[config.mk]
export PLATFORM = sky130hd
export DESIGN_NAME = lz77_decode_sched
export DESIGN_NICKNAME = d
export VERILOG_FILES = /design/src/rtl/lz77_pkg.sv /design/src/rtl/lz77_strobe_delay.sv /design/src/rtl/lz77_decode_sched.sv
export SDC_FILE = /design/constraint.sdc
export NUM_CORES = 1
export LEC_CHECK = 0
export CAP_MARGIN = 20
export CORE_MARGIN = 4
export CORE_UTILIZATION = 30
export CTS_CLUSTER_SIZE = 30
export DETAILED_ROUTE_END_ITERATION = 8
export GPL_TIMING_DRIVEN = 0
export PLACE_DENSITY = 0.61
export SYNTH_ARGS = -nofsm -noshare
export SYNTH_HDL_FRONTEND = slang
export SYNTH_SLANG_ARGS = --single-unit
[constraint.sdc]
create_clock -name clk -period 3.6 [get_ports clk]
set_input_delay 0.36 -clock clk [delete_from_list [all_inputs] [get_ports clk]]
set_output_delay 0.36 -clock clk [all_outputs]
set_load 0.01 [all_outputs]
[src/rtl/lz77_pkg.sv]
// Shared types and constants for the LZ77 decode scheduler.
package lz77_pkg;

  localparam int unsigned POS_W  = 4;
  localparam int unsigned LEN_W  = 3;
  localparam int unsigned CHAR_W = 8;

  localparam logic [CHAR_W-1:0] END_MARK = 8'h24;

  typedef enum logic [1:0] {
    IDLE     = 2'd0,
    ISSUE    = 2'd1,
    WAIT_FIN = 2'd2,
    DONE     = 2'd3
  } state_t;

  typedef struct packed {
    logic [POS_W-1:0]  pos;
    logic [LEN_W-1:0]  len;
    logic [CHAR_W-1:0] ch;
  } code_word_t;

  // A bare end marker carries no characters and goes straight to the finish wait.
  function automatic logic is_terminator(input code_word_t w);
    return (w.ch == END_MARK) && (w.pos == 4'd0) && (w.len == 3'd0);
  endfunction

endpackage

[src/rtl/lz77_strobe_delay.sv]
// Delays issue strobes by the decoder latency; flags strobes still in flight.
module lz77_strobe_delay #(
  parameter int unsigned DEPTH = 1
) (
  input  logic clk,
  input  logic reset,
  input  logic strobe,
  output logic valid,
  output logic pending
);

  // Every stage except the output one; those strobes have not reached out_valid yet.
  localparam logic [DEPTH-1:0] HEAD_MASK = ~(DEPTH'(1) << (DEPTH - 1));

  logic [DEPTH-1:0] sr;

  // Shift register, newest strobe enters at bit 0.
  always_ff @(posedge clk or negedge reset) begin
    if (!reset) begin
      sr <= '0;
    end else begin
      sr <= (sr << 1) | DEPTH'(strobe);
    end
  end

  assign valid   = sr[DEPTH-1];
  assign pending = |(sr & HEAD_MASK);

endmodule

[src/rtl/lz77_decode_sched.sv]
// Code-word sequencer in front of LZ77_Decoder: issues each word len+1 cycles,
// qualifies decoder output, reports done/count/error. Optional: LZ77_SCHED_TIMEOUT_EN.
module lz77_decode_sched
  import lz77_pkg::*;
#(
  parameter int unsigned SEARCH_BUF  = 9,
  parameter int unsigned DEC_LAT     = 1,
  parameter int unsigned CNT_W       = 16,
  parameter int unsigned FIN_TIMEOUT = 64
) (
  input  logic             clk,
  input  logic             reset,
  input  logic             cw_valid,
  output logic             cw_ready,
  input  logic [3:0]       cw_pos,
  input  logic [2:0]       cw_len,
  input  logic [7:0]       cw_char,
  output logic [3:0]       code_pos,
  output logic [2:0]       code_len,
  output logic [7:0]       chardata,
  input  logic             dec_encode,
  input  logic             dec_finish,
  input  logic [7:0]       dec_char_nxt,
  output logic             out_valid,
  output logic [7:0]       out_char,
  output logic [CNT_W-1:0] char_cnt,
  output logic             done,
  output logic             err
);

  if (DEC_LAT < 1 || DEC_LAT > 4) begin : g_bad_dec_lat
    $error("DEC_LAT must be 1..4");
  end
  if (FIN_TIMEOUT < 1 || FIN_TIMEOUT > 255) begin : g_bad_fin_timeout
    $error("FIN_TIMEOUT must fit the 8-bit watchdog");
  end

  state_t           state_r, state_n;
  code_word_t       word_r;
  code_word_t       in_word_s;
  logic [LEN_W-1:0] rem_r, rem_n;
  logic             ready_en_r;
  logic [CNT_W-1:0] cnt_r;
  logic             done_r, err_r;
  logic             cw_ready_s, issue_s, accept_s, timeout_s;
  logic             bad_s, term_s, pending_s, err_set_s, wd_hit_s;

  assign in_word_s = '{pos: cw_pos, len: cw_len, ch: cw_char};
  assign bad_s     = (cw_len != 3'd0) && (32'(cw_pos) >= SEARCH_BUF);
  assign term_s    = is_terminator(in_word_s);

  lz77_strobe_delay #(.DEPTH(DEC_LAT)) u_delay (
    .clk     (clk),
    .reset   (reset),
    .strobe  (issue_s),
    .valid   (out_valid),
    .pending (pending_s)
  );

`ifdef LZ77_SCHED_TIMEOUT_EN
  logic [7:0] wd_r;
  logic       wd_run_s;

  assign wd_run_s = (state_r == WAIT_FIN) && !pending_s && !out_valid && !dec_finish;
  assign wd_hit_s = wd_run_s && (wd_r == 8'(FIN_TIMEOUT - 1));

  // Watchdog: counts drained cycles spent waiting for the decoder to finish.
  always_ff @(posedge clk or negedge reset) begin
    if (!reset) begin
      wd_r <= 8'd0;
    end else if (wd_run_s) begin
      wd_r <= wd_r + 8'd1;
    end else begin
      wd_r <= wd_r;
    end
  end
`else
  assign wd_hit_s = 1'b0;
`endif

  // Next-state, handshake and issue strobe decode.
  always_comb begin
    state_n    = state_r;
    rem_n      = rem_r;
    cw_ready_s = 1'b0;
    issue_s    = 1'b0;
    timeout_s  = 1'b0;
    case (state_r)
      IDLE: cw_ready_s = ready_en_r;
      ISSUE: begin
        issue_s = 1'b1;
        if (rem_r != 3'd0) begin
          rem_n = rem_r - 3'd1;
        end else if (word_r.ch == END_MARK) begin
          state_n = WAIT_FIN;
        end else begin
          cw_ready_s = 1'b1;
          state_n    = IDLE;
        end
      end
      WAIT_FIN: begin
        // A finish coinciding with the last delayed strobe is accepted.
        if (!pending_s && dec_finish) begin
          state_n = DONE;
        end else if (wd_hit_s) begin
          state_n   = DONE;
          timeout_s = 1'b1;
        end else begin
          state_n = WAIT_FIN;
        end
      end
      DONE:    state_n = DONE;
      default: state_n = IDLE;
    endcase
    accept_s = cw_valid && cw_ready_s;
    if (accept_s) begin
      rem_n = cw_len;
      if (bad_s) begin
        state_n = IDLE;
      end else if (term_s) begin
        state_n = WAIT_FIN;
      end else begin
        state_n = ISSUE;
      end
    end else begin
      rem_n = rem_n;
    end
  end

  assign err_set_s = (accept_s && bad_s) ||
                     (dec_encode && out_valid) ||
                     (dec_finish && ((state_r == IDLE) || (state_r == ISSUE))) ||
                     timeout_s;

  // State, latched code word, counters and sticky flags.
  always_ff @(posedge clk or negedge reset) begin
    if (!reset) begin
      state_r    <= IDLE;
      word_r     <= '0;
      rem_r      <= 3'd0;
      ready_en_r <= 1'b0;
      cnt_r      <= '0;
      done_r     <= 1'b0;
      err_r      <= 1'b0;
    end else begin
      state_r    <= state_n;
      rem_r      <= rem_n;
      ready_en_r <= 1'b1;
      if (accept_s && !bad_s) begin
        word_r <= in_word_s;
      end else begin
        word_r <= word_r;
      end
      if (out_valid && (cnt_r != {CNT_W{1'b1}})) begin
        cnt_r <= cnt_r + CNT_W'(1);
      end else begin
        cnt_r <= cnt_r;
      end
      done_r <= done_r | (state_n == DONE);
      err_r  <= err_r | err_set_s;
    end
  end

  assign cw_ready = cw_ready_s;
  assign code_pos = word_r.pos;
  assign code_len = word_r.len;
  assign chardata = word_r.ch;
  assign out_char = out_valid ? dec_char_nxt : 8'h00;
  assign char_cnt = cnt_r;
  assign done     = done_r;
  assign err      = err_r;

endmodule
==> impl_metrics.json <==
{
  "die_w_um": 89.0,
  "hold_path_class": "register to register",
  "synthXorXnorAreaFrac_pct": 5.34,
  "synth_edf_count": 0,
  "grt_first_pass_wirelength_um": 7470,
  "ys_seq_elements": 40,
  "synthTopCellsByCount": "dfrtp_1, mux2_4, nand2_1",
  "tightest_slew_ns": 0.787,
  "clk_latency_ns": 0.28,
  "place_hpwl_um": 3590,
  "fmax_mhz": 357,
  "endpoint_kind": "output port",
  "synth_area_leaders": "dfrtp_1, mux2_4, mux2_2",
  "ir_drop_v": 0.000148,
  "powerDensity_nw_per_um2": 282,
  "slew_headroom_pct": 46.8,
  "grt_max_degree": 29,
  "muxShareOfSynthArea_pct": 12.8,
  "yosysTopAreaCellShare_pct": 50.9,
  "cts.sink_count": 40,
  "grt_pass1_vias": 1570,
  "antenna_left": 0,
  "finalCritPeriodShare_pct": 77.8,
  "cp-start-kind": "register",
  "drv_slew": 0,
  "vias_per_cell": 4.84,
  "area_growth_pct": 46.7,
  "nets": 272,
  "drv_cap": 0,
  "placement.io_buffers": 70,
  "synthAdderAreaFrac_pct": 1.91,
  "cts_made_buffers": 5,
  "setup_viol": 0,
  "status": "completed",
  "async_flop_share_pct": 100,
  "yosys_warnings": 0,
  "leakagePower_nw": 1.26,
  "grt_usage_pct": 12.2,
  "drt_wl_total_um": 4510,
  "cp_data_arrival_time_ns": 2.44,
  "cp.required_ns": 3.24,
  "htree_levels": 2,
  "die_y_um": 89.0,
  "vias": 1540,
  "antenna_found_initial": 0,
  "cts_setup_buffers": 0,
  "rows": 29,
  "grt_overflow": 0,
  "period_needed_ns": 2.80,
  "path_max_fanout": 4,
  "syn_avg_cell_area_um2": 12.1,
  "synthSimpleGateAreaFrac_pct": 17.8,
  "crit_type": "register to output port",
  "yosysMostFrequentCell": "dfrtp_1",
  "setup_tns_ns": 0,
  "power.total_w": 0.000815,
  "gp_congestion": 0.708,
  "netlist_area_um2": 1970,
  "ios": 71,
  "drtPass1Iterations": 4,
  "root_buffer": "clkbuf_8",
  "drive_gt1_share_pct": 13.7,
  "fin_util_pct": 45.5,
  "clockBufferDepth": 2,
  "clkTransAtPathRegs_ns": 0.07,
  "start_util_pct": 31.0,
  "wl_per_cell_um": 14.2,
  "synth_fp_nets": 193,
  "synth_top_family_by_area": "simple AND/OR/NAND/NOR gates",
  "first_iter_violations": 30,
  "synth_cells": 162,
  "synth_compound_area_share_pct": 8.96,
  "diodes": 0,
  "timing.hold.ws_ns": 0.480,
  "rsz0062_at_grt": "no",
  "synth_top_area_cell": "dfrtp_1",
  "finClkSkew_ns": 0.00775,
  "core-area_um2": 6350,
  "synth_cell_types": 44,
  "ys_seq_area_share_pct": 50.9,
  "synth_flop_cell": "dfrtp_1",
  "cts_tree": "yes",
  "die-area_um2": 7920,
  "drc_errors": 0,
  "hold_viol": 0
}
[state kept, by name, indices dropped and copies added, names as in the netlist]
name / flops
done: 1
u_delay.valid: 1
code_pos: 4
code_len: 3
err: 1
char_cnt: 16
state_r: 2
ready_en_r: 1
chardata: 8
rem_r: 3
[cell usage in the layout (no fill, tap or decap), types with 3 or more instances in the layout]
cell / instances
mux2_4: 10
inv_1: 5
nor4b_1: 3
o21ai_0: 5
clkbuf_8: 7
nand2_1: 10
nand4_1: 5
clkdlybuf4s50_1: 69
mux2_2: 8
nor2_1: 6
ha_1: 3
dfrtp_1: 40
and2_1: 8
xnor2_1: 9
and3_1: 3
xor2_1: 3
nor4_1: 5
nand3_1: 7
[critical path, cell delays in order, from the launching register on]
cell	delay [ns]
dfrtp_1	0.40
nor4b_1	0.72
a2111oi_4	0.21
or2_2	0.34
clkdlybuf4s50_1	0.49
[path summary, 6_finish.rpt]
| kind | depth (start not counted) | slack [ns] | start | to |
|---|---|---|---|---|
| min reg2reg | 1 | 0.48 | done$_DFF_PN0_ | done$_DFF_PN0_ |
| min in group asynchronous | 2 | 0.52 | reset | char_cnt[3]$_DFFE_PN0P_ |
| min | 1 | 0.48 | done$_DFF_PN0_ | done$_DFF_PN0_ |
| max | 4 | 0.80 | chardata[1]$_DFFE_PN0P_ | cw_ready |
| max reg2reg | 5 | 1.31 | chardata[1]$_DFFE_PN0P_ | chardata[4]$_DFFE_PN0P_ |
| max in group asynchronous | 3 | 2.63 | reset | chardata[7]$_DFFE_PN0P_ |
[cell type report]
class	count	area, µm²
repair buffers	72	726
flip-flops and latches	40	1000
plain buffers	2	23.8
multi-input cells	115	925
fillers	584	3460
inverters	5	18.8
well taps	77	96.3
clock buffers	7	96.3
[stage by stage]
step           setup slack [ns]  cells  area [µm²]
2_1_floorplan              1.57    162        1970
3_3_place_gp               1.04    309        2770
3_5_place_dp               1.06    310        2780
4_1_cts                   0.707    318        2890
5_1_grt                   0.598    318        2890
6_report                  0.801    318        2890
[report_power, final]
| part | switching [W] | internal [W] |
|---|---|---|
| Combinational | 0.0000193 | 0.0000297 |
| Clock | 0.000146 | 0.000171 |
| Sequential | 0.000000131 | 0.000450 |
| Total | 0.000165 | 0.000650 |
[layer usage]
layer | vias to the layer above | track usage (%) | part of all wire, %
met1 | 743 | 14.5 | 43
met5 | - | 0 | 0
met3 | 6 | 4.88 | 8.5
li1 | 748 | - | -
met4 | 0 | 3.65 | 0.98
met2 | 43 | 20.5 | 48
[repair_timing]
item                                    in CTS  in global routing
endpoints found under the hold margin       12                  0
endpoints found under the setup margin       0                  0
hold buffers                                 1                  0
resized for setup                            0                  0
[kinds of logic after synthesis]
kind of cell / after synthesis
flops: 40
xor+xnor: 12
simple gates: 61
other cells: 1
compound gates: 19
buf+inv: 7
mux: 19
fa+ha+maj: 3
Power figures use the tool's default switching activity.
